`src/rtl/rv_mon_pkg.sv`:
```
// Shared types for the ready/valid handshake monitor: channel FSM states,
// error codes, the per-channel error pulse bundle and the code priority helper.
package rv_mon_pkg;

    typedef enum logic {IDLE, WAIT} rv_ch_state_e;

    typedef enum logic [1:0] {
        ERR_NONE,
        ERR_VALID_DROP,
        ERR_DATA_CHG,
        ERR_TIMEOUT
    } rv_err_code_e;

    // One-cycle violation pulses raised by a channel monitor.
    typedef struct packed {
        logic drop;
        logic chg;
        logic tmo;
    } rv_ch_err_t;

    // Collapse a channel's simultaneous pulses to a single code:
    // VALID_DROP beats DATA_CHG beats TIMEOUT.
    function automatic rv_err_code_e err_prio(input rv_ch_err_t e);
        rv_err_code_e code;
        code = ERR_NONE;
        if (e.drop)
            code = ERR_VALID_DROP;
        else if (e.chg)
            code = ERR_DATA_CHG;
        else if (e.tmo)
            code = ERR_TIMEOUT;
        return code;
    endfunction

endpackage

```
`src/rtl/rv_chan_monitor.sv`:
```
// Single-channel ready/valid checker: IDLE/WAIT FSM, payload capture at stall
// start, saturating stall counter, saturating transfer counter with clear,
// and combinational violation pulses for the cycle being observed.
module rv_chan_monitor
    import rv_mon_pkg::*;
#(
    parameter int DATA_W    = 4,
    parameter int CNT_W     = 16,
    parameter int MAX_STALL = 64
) (
    input  logic              CLK,
    input  logic              RESETN,
    input  logic              clr,
    input  logic              valid,
    input  logic              ready,
    input  logic [DATA_W-1:0] data,
    output logic [CNT_W-1:0]  xfer_cnt,
    output rv_ch_err_t        err
);

    // Stall counter only needs to reach MAX_STALL; it parks there so the
    // timeout crossing is seen once per stall episode.
    localparam int               SC_W      = (MAX_STALL > 0) ? $clog2(MAX_STALL + 1) : 1;
    localparam logic [SC_W-1:0]  STALL_MAX = SC_W'(MAX_STALL);
    localparam logic [CNT_W-1:0] CNT_MAX   = '1;

    rv_ch_state_e      state, state_nxt;
    logic [DATA_W-1:0] cap;
    logic [SC_W-1:0]   stall_cnt, stall_nxt;
    logic              capture;
    logic              xfer;

    // Next state, stall count and violation pulses from the current cycle.
    always_comb begin
        state_nxt = state;
        stall_nxt = stall_cnt;
        capture   = 1'b0;
        xfer      = 1'b0;
        err       = '0;
        case (state)
            IDLE: begin
                if (valid) begin
                    if (ready) begin
                        xfer = 1'b1;
                    end else begin
                        capture   = 1'b1;
                        state_nxt = WAIT;
                        stall_nxt = SC_W'(1);
                    end
                end
            end
            WAIT: begin
                if (!valid) begin
                    err.drop  = 1'b1;
                    state_nxt = IDLE;
                    stall_nxt = '0;
                end else begin
                    // Payload is held against the value seen when the stall began.
                    err.chg = (data !== cap);
                    if (ready) begin
                        xfer      = 1'b1;
                        state_nxt = IDLE;
                        stall_nxt = '0;
                    end else if (stall_cnt != STALL_MAX) begin
                        stall_nxt = stall_cnt + SC_W'(1);
                    end
                end
            end
            default: state_nxt = IDLE;
        endcase
        if (MAX_STALL != 0)
            err.tmo = valid && !ready && (stall_nxt == STALL_MAX) && (stall_cnt != STALL_MAX);
    end

    // FSM, stall counter and captured payload; reset drops any stall in progress.
    always_ff @(posedge CLK) begin
        if (!RESETN) begin
            state     <= IDLE;
            stall_cnt <= '0;
            cap       <= '0;
        end else begin
            state     <= state_nxt;
            stall_cnt <= stall_nxt;
            if (capture)
                cap <= data;
        end
    end

    // Saturating transfer counter; a transfer in the clear cycle survives the clear.
    always_ff @(posedge CLK) begin
        if (!RESETN)
            xfer_cnt <= '0;
        else if (clr)
            xfer_cnt <= xfer ? CNT_W'(1) : '0;
        else if (xfer && (xfer_cnt != CNT_MAX))
            xfer_cnt <= xfer_cnt + CNT_W'(1);
    end

endmodule

```
`src/rtl/rv_handshake_monitor.sv`:
```
// Multi-channel ready/valid protocol monitor, intended for use via
//   bind <dut> rv_handshake_monitor #(...) mon_inst (.*);
// Adds sticky error status, first-error arbitration and the clear path on top
// of NUM_CH rv_chan_monitor instances.
// Optional: define RV_MON_ASSERT_EN to elaborate per-channel concurrent SVA.
module rv_handshake_monitor
    import rv_mon_pkg::*;
#(
    parameter  int NUM_CH    = 3,
    parameter  int DATA_W    = 4,
    parameter  int CNT_W     = 16,
    parameter  int MAX_STALL = 64,
    localparam int CH_W      = (NUM_CH > 1) ? $clog2(NUM_CH) : 1
) (
    input  logic                     CLK,
    input  logic                     RESETN,
    input  logic                     clr,
    input  logic [NUM_CH-1:0]        valid,
    input  logic [NUM_CH-1:0]        ready,
    input  logic [NUM_CH*DATA_W-1:0] data,
    output logic [NUM_CH*CNT_W-1:0]  xfer_cnt,
    output logic [NUM_CH-1:0]        err_valid_drop,
    output logic [NUM_CH-1:0]        err_data_chg,
    output logic [NUM_CH-1:0]        err_timeout,
    output logic                     err_any,
    output logic [CH_W-1:0]          first_err_chan,
    output logic [1:0]               first_err_code
);

    rv_ch_err_t [NUM_CH-1:0] ch_err;
    logic [NUM_CH-1:0]       drop_vec, chg_vec, tmo_vec;
    logic                    new_hit;
    logic [CH_W-1:0]         new_chan;
    rv_err_code_e            new_code;

    for (genvar i = 0; i < NUM_CH; i++) begin : g_ch
        rv_chan_monitor #(
            .DATA_W   (DATA_W),
            .CNT_W    (CNT_W),
            .MAX_STALL(MAX_STALL)
        ) u_ch (
            .CLK     (CLK),
            .RESETN  (RESETN),
            .clr     (clr),
            .valid   (valid[i]),
            .ready   (ready[i]),
            .data    (data[i*DATA_W +: DATA_W]),
            .xfer_cnt(xfer_cnt[i*CNT_W +: CNT_W]),
            .err     (ch_err[i])
        );

`ifdef RV_MON_ASSERT_EN
        a_valid_hold: assert property (@(posedge CLK) disable iff (!RESETN)
            (valid[i] && !ready[i]) |=> valid[i])
            else $error("rv_handshake_monitor ch%0d: valid dropped while stalled", i);

        a_data_stable: assert property (@(posedge CLK) disable iff (!RESETN)
            (valid[i] && !ready[i]) |=> (!valid[i] ||
                (data[i*DATA_W +: DATA_W] === $past(data[i*DATA_W +: DATA_W]))))
            else $error("rv_handshake_monitor ch%0d: payload changed while stalled", i);

        a_no_x: assert property (@(posedge CLK) disable iff (!RESETN)
            !$isunknown({valid[i], ready[i]}))
            else $error("rv_handshake_monitor ch%0d: X/Z on valid or ready", i);

        if (MAX_STALL != 0) begin : g_stall_sva
            a_stall_bound: assert property (@(posedge CLK) disable iff (!RESETN)
                !ch_err[i].tmo)
                else $error("rv_handshake_monitor ch%0d: stall reached %0d cycles", i, MAX_STALL);
        end
`else
        // Status outputs alone report protocol violations in this build.
`endif
    end

    // Regroup per-channel pulses by error kind and pick the first-error candidate:
    // scanning down means the lowest channel index is the one left standing.
    always_comb begin
        drop_vec = '0;
        chg_vec  = '0;
        tmo_vec  = '0;
        new_hit  = 1'b0;
        new_chan = '0;
        new_code = ERR_NONE;
        for (int i = 0; i < NUM_CH; i++) begin
            drop_vec[i] = ch_err[i].drop;
            chg_vec[i]  = ch_err[i].chg;
            tmo_vec[i]  = ch_err[i].tmo;
        end
        for (int i = NUM_CH - 1; i >= 0; i--) begin
            if (|ch_err[i]) begin
                new_hit  = 1'b1;
                new_chan = CH_W'(i);
                new_code = err_prio(ch_err[i]);
            end
        end
    end

    // Sticky error bits; on clear, this cycle's pulses still land.
    always_ff @(posedge CLK) begin
        if (!RESETN) begin
            err_valid_drop <= '0;
            err_data_chg   <= '0;
            err_timeout    <= '0;
        end else if (clr) begin
            err_valid_drop <= drop_vec;
            err_data_chg   <= chg_vec;
            err_timeout    <= tmo_vec;
        end else begin
            err_valid_drop <= err_valid_drop | drop_vec;
            err_data_chg   <= err_data_chg | chg_vec;
            err_timeout    <= err_timeout | tmo_vec;
        end
    end

    // First-error record: open while empty, or reopened by clear in the same cycle.
    always_ff @(posedge CLK) begin
        if (!RESETN) begin
            first_err_chan <= '0;
            first_err_code <= ERR_NONE;
        end else if (clr || (first_err_code == ERR_NONE)) begin
            first_err_chan <= new_hit ? new_chan : '0;
            first_err_code <= new_code;
        end
    end

    assign err_any = |{err_valid_drop, err_data_chg, err_timeout};

endmodule

```
`config.mk`:
```
export PLATFORM = sky130hd
export DESIGN_NAME = rv_handshake_monitor
export DESIGN_NICKNAME = d
export VERILOG_FILES = /design/src/rtl/rv_mon_pkg.sv /design/src/rtl/rv_chan_monitor.sv /design/src/rtl/rv_handshake_monitor.sv
export SDC_FILE = /design/constraint.sdc
export NUM_CORES = 1
export LEC_CHECK = 0
export CAP_MARGIN = 40
export CELL_PAD_IN_SITES_DETAIL_PLACEMENT = 0
export CELL_PAD_IN_SITES_GLOBAL_PLACEMENT = 2
export CORE_MARGIN = 10
export CORE_UTILIZATION = 32
export DETAILED_ROUTE_END_ITERATION = 8
export PLACE_DENSITY_LB_ADDON = 0.3
export SLEW_MARGIN = 20
export SYNTH_ARGS = -nofsm -noshare
export SYNTH_HDL_FRONTEND = slang
export SYNTH_HIERARCHICAL = 1
export SYNTH_SLANG_ARGS = --single-unit
```
`constraint.sdc`:
```
create_clock -name CLK -period 3.2 [get_ports CLK]
set_input_delay 0.64 -clock CLK [delete_from_list [all_inputs] [get_ports CLK]]
set_output_delay 0.64 -clock CLK [all_outputs]
set_load 0.1 [all_outputs]
```
==> results.tsv <==
stage	metric	value	unit
run_status	status	finished clean	
power_and_ir_drop	Power Density	398.8	nW/um2
timing	slew margin rel.	49.52	%
floorplanning	# rows	47	
logic_synthesis	Post-Synth Simple-Gate Area	32.94	%
floorplanning	# IOs	83	
worst_setup_path	CP max-delay cell	clkdlybuf4s50_1	
global_route	initial antenna violation count	0	
route	antenna-violating nets left	0	
logic_synthesis	FF+latch count, synth	97	
global_route	overall routing resource usage	13.53	%
global_route	met2 usage	20.80	%
logic_synthesis	average size of a mapped cell	8.457	um2
logic_synthesis	Post-synth ARST share	0	%
global_route	gr busiest metal	met2	
logic_synthesis	synthesized cell area	5336	um2
timing	RSZ-0062 raised after global routing	no	
worst_hold_path	min-delay worst type	reg2reg	
logic_synthesis	synthesis warning total	6	
logic_synthesis	post-synthesis mux area share	0.9379	%
worst_setup_path	kind of critical path	in2reg	
worst_setup_path	Worst Setup End Kind	flip-flop	
logic_synthesis	Post-synth EDFFs	0	
clocking	post_cts resized	0	
flow_run	max-cap viol count	0	
logic_synthesis	largest family of logic cells by synthesized area	simple AND/OR/NAND/NOR gates	
route	Post-Route WL	14970	um
clocking	Clock Tree Buf Depth	2	
global_route	first-pass GRT wire length	24760	um
logic_synthesis	library cells used by synthesis	65	
placement	dpl hpwl	11470	um
clocking	CTS clock-pin slew for the worst setup and hold paths	0.07	ns
timing	Final setup viols	0	
layout	Post-Route Utilization	39.89	%
floorplanning	Core ar.	16470	um2
timing	Worst Tran Pin Value	0.7549	ns
worst_setup_path	Worst EP required	3.44	ns
logic_synthesis	Syn Inst Count	631	
layout	share of cells above drive strength 1	17.20	%
layout	commonest non-fill, non-tap cell in the layout	dfxtp_1	
layout	diode count	0	
layout	area of the multi-input gates	3247	um2
route	Via density	5.180	
layout	area delta synth->final	23.09	%
worst_setup_path	CP max stage delay	0.54	ns
layout	FF+latch area	1942	um2
worst_setup_path	CP delay by family, top	simple AND/OR/NAND/NOR gates	
clocking	root buffer cell	clkbuf_16	
power_and_ir_drop	P_leak	0.002391	uW
worst_setup_path	Reg2Reg Depth	8	
logic_synthesis	register area share after synthesis	36.39	%
floorplanning	Die Wd	149.1	um
floorplanning	die area	22240	um2
clocking	buffer count from post-CTS setup fixing	0	
global_route	largest net degree at the start of global routing	18	
global_route	GR Util met1	18.00	%
logic_synthesis	Compound-Gate Fraction of Synth Area	18.12	%
timing	hold slack	0.4871	ns
worst_setup_path	Critical Path Stages	9	
route	# DRC	0	
route	wire per inst	15.91	um
timing	Layout Skew	0.006400	ns
logic_synthesis	xor-xnor portion of the synthesized cell area	6.729	%
placement	GP Congestion	0.8437	
route	vias	4874	
route	DRT Pass-1 Iters	4	
worst_setup_path	CP startpoint kind	input pin	
timing	period utilization	82.66	%
clocking	H-tree depth	3	
global_route	met3 GRT Util	2.700	%
layout	Nets	747	
timing	Pins Over Slew Limit	0	
timing	final number of hold-violating endpoints	0	
clocking	Hold-fix buffers, CTS	0	
clocking	CTS tree	built	
clocking	Skew-Pair Late Insertion Delay	0.35	ns
floorplanning	Initial Utilization	32.41	%
floorplanning	Die Y	149.1	um
worst_hold_path	WHS Path Cells	2	
layout	commonest non-fill, non-tap cells in the layout	97 x dfxtp_1, 71 x buf_4, 58 x nor2_1, 54 x a21oi_1, 51 x nand2_1	
worst_setup_path	Worst EP arrival	2.89	ns
layout	Filler Cells Inserted	1723	
worst_setup_path	worst path bufs/invs	1	
worst_setup_path	CP Cell Sequence	clkdlybuf4s50_1 -> nand3b_1 -> nor4_1 -> a211o_1 -> nand2_1 -> nor4_2 -> or3_1 -> nor2_1 -> a32o_1	
timing	Fmax	378.1	MHz
power_and_ir_drop	worst vdd ir	0.2718	mV
worst_setup_path	Max FO, Critical Path	7	
global_route	remaining global-route overflow	0	
logic_synthesis	adder-cell share of the synthesized area	2.110	%
timing	setup TNS	0	ns
clocking	CTS Buf Count	9	
logic_synthesis	Primary FF master, synth	dfxtp_1	
clocking	Clock Sinks	97	
global_route	vias in the first global route	4672	
logic_synthesis	syn_nets	661	
timing	minimum clock period	2.645	ns
placement	Port Buffer Count	82	
route	Starting DRT DRC Count	181	
## kinds of logic (layout without fill, tap and decap cells)
logic type      count (synthesis)  in the layout
compound gates                149            149
xor+xnor                       41             41
fa+ha+maj                       9              9
buf+inv                        36            126
flops                          97             97
mux                             5              5
simple gates                  294            294
## tightest hold or removal path, delay by kind of cell (launching register included)
family          cells  cell delay, ns
buf+inv             1            0.06
flops               1            0.33
compound gates      1            0.05
## power breakdown
group          leakage [uW]  internal (uW)  switching [uW]
Sequential         0.000785           1230            23.2
Clock              0.000148            643             473
Combinational       0.00146           90.4             164
## path summary, 6_finish.rpt
path / start / endpoint / slack (ns)
min: g_ch[0].u_ch/xfer_cnt[9] / g_ch[0].u_ch/xfer_cnt[9] / 0.49
max: ready[1] / first_err_chan[1] / 0.55
min reg2reg: g_ch[0].u_ch/xfer_cnt[9] / g_ch[0].u_ch/xfer_cnt[9] / 0.49
max reg2reg: g_ch[0].u_ch/stall_cnt[0] / first_err_chan[0] / 0.74
## synthesized netlist by cell type (5+ instances only)
library cell   n  share of area, %
o21ai_0       30               2.8
nor4_1         8              0.94
nor2_1        58               4.1
nor3_1        17               1.6
xnor2_1       25               4.1
nand3_1       22               2.1
a21oi_1       54               5.1
inv_1         19               1.3
o31ai_1        8               1.1
a21boi_0      10               1.4
or2_2          5              0.59
nor4_2         5               1.2
nand4_1       23               2.7
xor2_1        16               2.6
or3_1          9               1.1
nand2_1       51               3.6
a211oi_1       7              0.98
nand4_2        5               1.2
mux2i_1        5              0.94
clkbuf_1      11              0.77
and2_1        19               2.2
ha_1           9               2.1
nand2b_1      10               1.2
or4_1          6              0.84
nor2b_1       15               1.8
nand3b_1       6              0.84
and3_1         6              0.70
dfxtp_1       97                36
## through the flow
stage	worst slack, ns	cell area, um2	power (uW)	instances
floorplan	0.5355	5336	1437	631
global placement	0.2470	6272	1530	926
detailed placement	0.1906	6272	1533	926
CTS	0.5533	6569	2661	941
global route	0.2480	6569	2735	941
finish	0.5549	6569	2620	941
## layer usage
metal / share of wire [%] / vias to the layer above
li1: - / 2463
met5: 0 / -
met2: 45 / 85
met1: 49 / 2309
met3: 3.9 / 17
met4: 1.9 / 0
## final cells by class
cell class	count	share of cell area [%]
Clock inverter	3	0.6095
Timing Repair Buffer	91	11.16
Multi-Input combinational cell	498	49.43
Inverter	20	1.143
Tap cell	220	4.190
Clock buffer	12	3.905
Sequential cell	97	29.56
## flip-flops by register name (all words and copies together), names as in the netlist
register             count
err_timeout              3
first_err_chan           2
g_ch.u_ch/cap           12
g_ch.u_ch/state          3
err_valid_drop           3
g_ch.u_ch/xfer_cnt      48
g_ch.u_ch/stall_cnt     21
first_err_code           2
err_data_chg             3
Power figures use the tool's default switching activity.
